--- config.mk ---
export PLATFORM = sky130hd
export DESIGN_NAME = my_interface_blk
export DESIGN_NICKNAME = d
export VERILOG_FILES = /design/src/rtl/my_interface_pkg.sv /design/src/rtl/delay_counter.sv /design/src/rtl/my_interface_blk.sv
export SDC_FILE = /design/constraint.sdc
export NUM_CORES = 1
export LEC_CHECK = 0
export CORE_MARGIN = 8
export CORE_UTILIZATION = 30
export DETAILED_ROUTE_END_ITERATION = 7
export GPL_TIMING_DRIVEN = 0
export HOLD_SLACK_MARGIN = 0.1
export PLACE_DENSITY_LB_ADDON = 0.25
export SLEW_MARGIN = 20
export SYNTH_ARGS = -nofsm -noshare
export SYNTH_HDL_FRONTEND = slang
export SYNTH_HIERARCHICAL = 1
export SYNTH_SLANG_ARGS = --single-unit
--- constraint.sdc ---
create_clock -name clk -period 5.9 [get_ports clk]
set_input_delay 1.18 -clock clk [delete_from_list [all_inputs] [get_ports clk]]
set_output_delay 1.18 -clock clk [all_outputs]
set_load 0.02 [all_outputs]
--- src/rtl/my_interface_pkg.sv ---
// Shared definitions for the burst interface block: FSM state encoding
// and the default parameter values used by the top and its testbench.
package my_interface_pkg;

    typedef enum logic [1:0] {
        IDLE   = 2'd0,
        WAIT   = 2'd1,
        STREAM = 2'd2,
        DONE   = 2'd3
    } state_t;

    localparam int DEFAULT_DATA_W      = 8;
    localparam int DEFAULT_START_DELAY = 10;
    localparam int DEFAULT_NUM_BEATS   = 10;

endpackage

--- src/rtl/delay_counter.sv ---
// Start-delay counter: cleared by load, advances while count is high and
// raises expired once START_DELAY counted cycles have elapsed.
module delay_counter
    import my_interface_pkg::*;
#(
    parameter int START_DELAY = DEFAULT_START_DELAY
) (
    input  logic clk,
    input  logic rst_n,
    input  logic load,
    input  logic count,
    output logic expired
);

    localparam logic [7:0] LAST_COUNT = 8'(START_DELAY - 1);

    logic [7:0] cnt;

    // expired is high during the final cycle of the wait window
    assign expired = (cnt == LAST_COUNT);

    // Counter clears on load and saturates at the last count value
    always_ff @(posedge clk or negedge rst_n) begin
        if (!rst_n) begin
            cnt <= 8'd0;
        end else if (load) begin
            cnt <= 8'd0;
        end else if (count && !expired) begin
            cnt <= cnt + 8'd1;
        end
    end

endmodule

--- src/rtl/my_interface_blk.sv ---
// Burst generator: after an accepted start and a fixed idle delay, streams
// NUM_BEATS incrementing payload words under valid/ready handshaking and
// pulses done once the final beat has been accepted.
module my_interface_blk
    import my_interface_pkg::*;
#(
    parameter int DATA_W      = DEFAULT_DATA_W,
    parameter int START_DELAY = DEFAULT_START_DELAY,
    parameter int NUM_BEATS   = DEFAULT_NUM_BEATS
) (
    input  logic              clk,
    input  logic              rst_n,
    input  logic              start,
    input  logic              ready,
    output logic [DATA_W-1:0] data,
    output logic              valid,
    output logic              busy,
    output logic              done,
    output logic [7:0]        beat_cnt
);

    localparam logic [8:0] BEATS_TOTAL = 9'(NUM_BEATS);

    state_t state;
    state_t next_state;
    logic   delay_load;
    logic   delay_count;
    logic   delay_expired;
    logic   transfer;
    logic   last_beat;

    delay_counter #(
        .START_DELAY(START_DELAY)
    ) u_delay_counter (
        .clk    (clk),
        .rst_n  (rst_n),
        .load   (delay_load),
        .count  (delay_count),
        .expired(delay_expired)
    );

    assign transfer  = valid && ready;
    assign last_beat = (({1'b0, beat_cnt} + 9'd1) == BEATS_TOTAL);
    assign busy      = (state != IDLE);
    assign done      = (state == DONE);

    // State register
    always_ff @(posedge clk or negedge rst_n) begin
        if (!rst_n) begin
            state <= IDLE;
        end else begin
            state <= next_state;
        end
    end

    // Next-state decode and delay counter control
    always_comb begin
        next_state  = state;
        delay_load  = 1'b0;
        delay_count = 1'b0;
        case (state)
            IDLE: begin
                if (start) begin
                    next_state = WAIT;
                    delay_load = 1'b1;
                end
            end
            WAIT: begin
                delay_count = 1'b1;
                if (delay_expired) begin
                    next_state = STREAM;
                end
            end
            STREAM: begin
                if (transfer && last_beat) begin
                    next_state = DONE;
                end
            end
            DONE: begin
                next_state = IDLE;
            end
            default: begin
                next_state = IDLE;
            end
        endcase
    end

    // Registered payload, qualifier and beat counter
    always_ff @(posedge clk or negedge rst_n) begin
        if (!rst_n) begin
            data     <= '0;
            valid    <= 1'b0;
            beat_cnt <= 8'd0;
        end else begin
            case (state)
                IDLE: begin
                    if (start) begin
                        data     <= '0;
                        beat_cnt <= 8'd0;
                        valid    <= 1'b0;
                    end
                end
                WAIT: begin
                    if (delay_expired) begin
                        data  <= DATA_W'(1);
                        valid <= 1'b1;
                    end
                end
                STREAM: begin
                    if (transfer) begin
                        beat_cnt <= beat_cnt + 8'd1;
                        if (last_beat) begin
                            valid <= 1'b0;
                        end else begin
                            data <= data + DATA_W'(1);
                        end
                    end
                end
                default: begin
                    valid <= 1'b0;
                end
            endcase
        end
    end

endmodule

After elaboration in Yosys (flattened, before gate mapping)
Index checks and enable logic that the tools add are counted.

Bits of input ports: 4. Output and inout port bits: 19. Register bits after elaboration: 27. Word-level logic and storage cells: 54.

Eq/ne operators: 11. Reduce and logical (&&, ||, !) cells: 13. Multiplexer cells: 21. Add/sub/neg operators: 4.

Operator list (number): $mux 8 (7); $add 8x1->8 const B (3); $pmux 8 s3 (1); $pmux 8 s2 (1); $ne 2x2->1 const B (5); $add 8x1->9 const B (1); $eq 9x4->1 const B (1); $eq 8x4->1 const B (1); $pmux 2 s4 (1); $mux 1 (7); $mux 2 (3); $reduce_and 3->1 (2); $reduce_bool 2->1 (3); $reduce_and 5->1 (1); $eq 2x2->1 const B (2); $reduce_and 4->1 (1); $logic_and 1x1->1 (3); $pmux 1 s3 (1); $reduce_bool 3->1 (1); $eq 2x1->1 const B (1); $logic_not 2->1 (1); $ne 2x1->1 const B (1); $logic_not 1->1 (1).

Longest topological paths before layout
Word-level depth: 5. Gate-level depth with buffers: 10. Mapped depth without buffers: 9.

Modules after synthesis
The synthesis kept the hierarchy.

Modules (own cells, without submodules): my_interface_blk (seq. area each 475.5 µm², times used 1, area an instance 1295.0 µm², cells each 143); delay_counter (seq. area each 200.2 µm², times used 1, area an instance 442.9 µm², cells each 45).

Worst setup path before layout
No wires, ideal clock.

Path kind: input-to-reg. Start: input port ready. End: register data[7]. Cell stages on the path: 6. Slack: 3602 ps. Path buffers: 1. Data required time: 5813 ps. Library setup time: 87 ps. Arrival time: 2211 ps. Cells stage by stage: a21boi_4 or4_1 buf_4 nor2_8 nand4_1 o211ai_1.

Longest elaborated chain between the ends: 3.

RTL lines: start, declared (line my_interface_blk.sv:14) `input logic ready,`; $logic_and 1x1->1 (line my_interface_blk.sv:42) `assign transfer = valid && ready;`; $ne 2x2->1 (no source line); $reduce_and 5->1 (no source line); end signal, assigned (line my_interface_blk.sv:115) `data <= data + DATA_W'(1);`; end, declared (line my_interface_blk.sv:15) `output logic [DATA_W-1:0] data,`.

Every way passes these cells. A chain may end at the register's enable or synchronous reset.

Worst setup path after layout
Start: register state[0]. End: output port busy.

Longest elaborated chain between the ends: 1.

RTL lines: start, declared (line my_interface_blk.sv:24) `state_t state;`; start signal, assigned (line my_interface_blk.sv:52) `state <= next_state;`; $reduce_bool 2->1 (line my_interface_blk.sv:44) `assign busy = (state != IDLE);`; end, declared (line my_interface_blk.sv:17) `output logic busy,`.

Every way passes these cells.

==> metrics.txt <==
Post-synth top cells=dfrtp_1, nand2_1, nor2_1, o21ai_0, nand3_1; drt wl/cell=around 14 um; Antenna Cells=0; max cap viols=0; Peak VDD IR=0.0738 mV; achievable frequency=0.345 GHz; synth-to-layout area growth=20.4%; pwr/cell area=144 nW/um^2; cts hold-fix bufs=0; Mapped Cells=188; GR Util All Layers=0.0979; root buffer selected by CTS=clkbuf_8; Least-Margin Pin Slew=about 0.67 ns; pin count of the biggest net entering global routing=28; Critical Path AT=~1.7 ns; CP Max Fanout=4; CTS resizes=0; clk_skew=between 0.006 and 0.007 ns; CP required=4.72 ns; TritonCTS sink count=27; row cnt=27; initial antenna violation count=0; DRT antenna net count=0; worst-path cell chain=inv_1, ha_1, inv_1, clkdlybuf4s50_1; core area=~5500 um^2; Hold Vio Cnt, Final=0; Worst path max stage delay=0.61 ns; Slew headroom=0.551; PortBufs=22; status=completed; Die ar.=8480 um^2; first-pass GRT wire length=6970 um; setup bufs post-CTS=0; count leader, synth=dfrtp_1; Final period util=0.491; HPWL after detailed placement=2900 um; clock buffer depth=2; worst hold path type=reg2reg; CTS Buf Count=3; RSZ-0062 raised after global routing=false; Final setup viols=0; Slew Viols, Final=0; post-synth cell types=48; total grt overflow=0; minimum clock period=2.90 ns; initial core utilization=0.314; top cell type's share of synthesized area=0.389; CTS tree=built; IO Count=23; Crit path max-delay family=buffers and inverters; Most used DFF post-synth=dfrtp_1; cell taking the most area after synthesis=dfrtp_1; WL final=between 4000 and 5000 um; Syn Nets=202; DR pass1 iterations=4; DR DRC count=0; WP buf/inv=3; Synth Cell Area=1740 um^2; Crit Path Class=reg2out; Placer Congestion=0.779; Seq/Total Area, Yosys=0.389; NumNets Final=229; fin util=0.378; H-Tree Level Count=1; crit-path most repeated cell=inv_1; top cells by area, synth=dfrtp_1, ha_1, nand2_1, o21ai_0, nand3_1; Post-synth EDFFs=0; Yosys reg bits=27; Worst setup EP type=primary output; Die X=between 90 and 100 um; Mapped Avg Cell Area=9.24 um^2; Startpoint Class=flop; via count=approximately 1500; Slowest-stage cell, CP=clkdlybuf4s50_1; share of cells above drive strength 1=0.103; Clock transition at path regs=0.10 ns; leak pwr=approximately 0.87 nW; vias in the first global route=1451; Die Height=92.1 um; TNS Setup=0 ns; share of flip-flops with an asynchronous set or reset=1.00; vias per inst=between 5 and 6; DR iter-0 viols=67; clk_lat worst skew=0.28 ns; Synthesis Warnings=6
## cells in the final DEF (no fill, tap or decap), types with 4 or more instances in the layout
cell	n
o21ai_0	14
or3_1	4
nand2_1	21
o21ai_1	4
o211ai_1	5
clkdlybuf4s50_1	21
dfrtp_1	27
nand4_1	8
nor2_1	14
inv_1	6
nor2b_1	4
nand3_1	13
a21oi_1	6
and3_1	6
ha_1	10
## final timing paths
kind | start | to | slack, ns | cells past startpoint
max in group asynchronous | rst_n | beat_cnt[2] | 4.58 | 1
worst min-delay path | beat_cnt[3] | beat_cnt[3] | 0.56 | 1
worst min register to register | beat_cnt[3] | beat_cnt[3] | 0.56 | 1
worst max-delay path | state[0] | busy | 3.00 | 4
worst max register to register | u_delay_counter/cnt[1] | data[7] | 3.48 | 10
min in group asynchronous | rst_n | state[0] | 0.90 | 1
## registers in the layout (all words and copies together), names as in the netlist
| signal | cells |
|---|---|
| valid | 1 |
| beat_cnt | 8 |
| state | 2 |
| u_delay_counter/cnt | 8 |
| data | 8 |
## power by group
part | switching (W) | internal, W | leakage, nW
clock | 0.0000629 | 0.0000480 | 0.0217
combinational | 0.00000409 | 0.00000141 | 0.580
sequential | 0 | 0.000185 | 0.268
## logic make-up after synthesis
group	after synthesis	synth area share
AO/OA/AOI/OAI	44	0.176
XOR/XNOR	2	0.0101
adder cells (fa/ha/maj)	10	0.0720
buffers and inverters	13	0.0302
flip-flops	27	0.389
multiplexers	5	0.0324
AND/OR/NAND/NOR	87	0.291
## metal layers
metal | vias up | GRT usage | routed length (um)
li1 | 745 | - | -
met1 | 692 | 0.129 | 2050
met2 | 27 | 0.151 | 1740
met3 | 4 | 0.0220 | 185
met4 | 0 | 0.0376 | 31
met5 | - | 0 | 0
## stage by stage
stage / std cells / hold WS (ns) / setup WS, ns / power, W / cell area (um^2)
floorplan: 188 / 0.528 / 3.60 / 0.000189 / 1740
global placement: 282 / 0.537 / 2.87 / 0.000195 / 2050
detailed placement: 282 / 0.560 / 2.87 / 0.000195 / 2040
CTS: 286 / 0.575 / 2.98 / 0.000308 / 2090
global route: 286 / 0.598 / 2.90 / 0.000314 / 2090
finish: 286 / 0.559 / 3.00 / 0.000301 / 2090
## layout make-up
type,count,area [um^2]
clock buffers,3,41.3
inverters,8,30.0
clock inverters,1,7.51
flip-flops and latches,27,676
multi-input cells,148,1010
plain buffers,5,22.5
repair buffers,22,215
well taps,72,90.1
fillers,562,3450
## worst register-to-register path, cell delays in order (launching register included)
cell	delay (ns)
dfrtp_1	0.42
inv_1	0.09
ha_1	0.14
nor4b_2	0.35
and2_1	0.22
nor2b_1	0.06
or4_1	0.47
buf_4	0.21
nor2_8	0.15
nand4_1	0.11
o211ai_1	0.13
No activity file was read; power rests on OpenSTA's default activity.
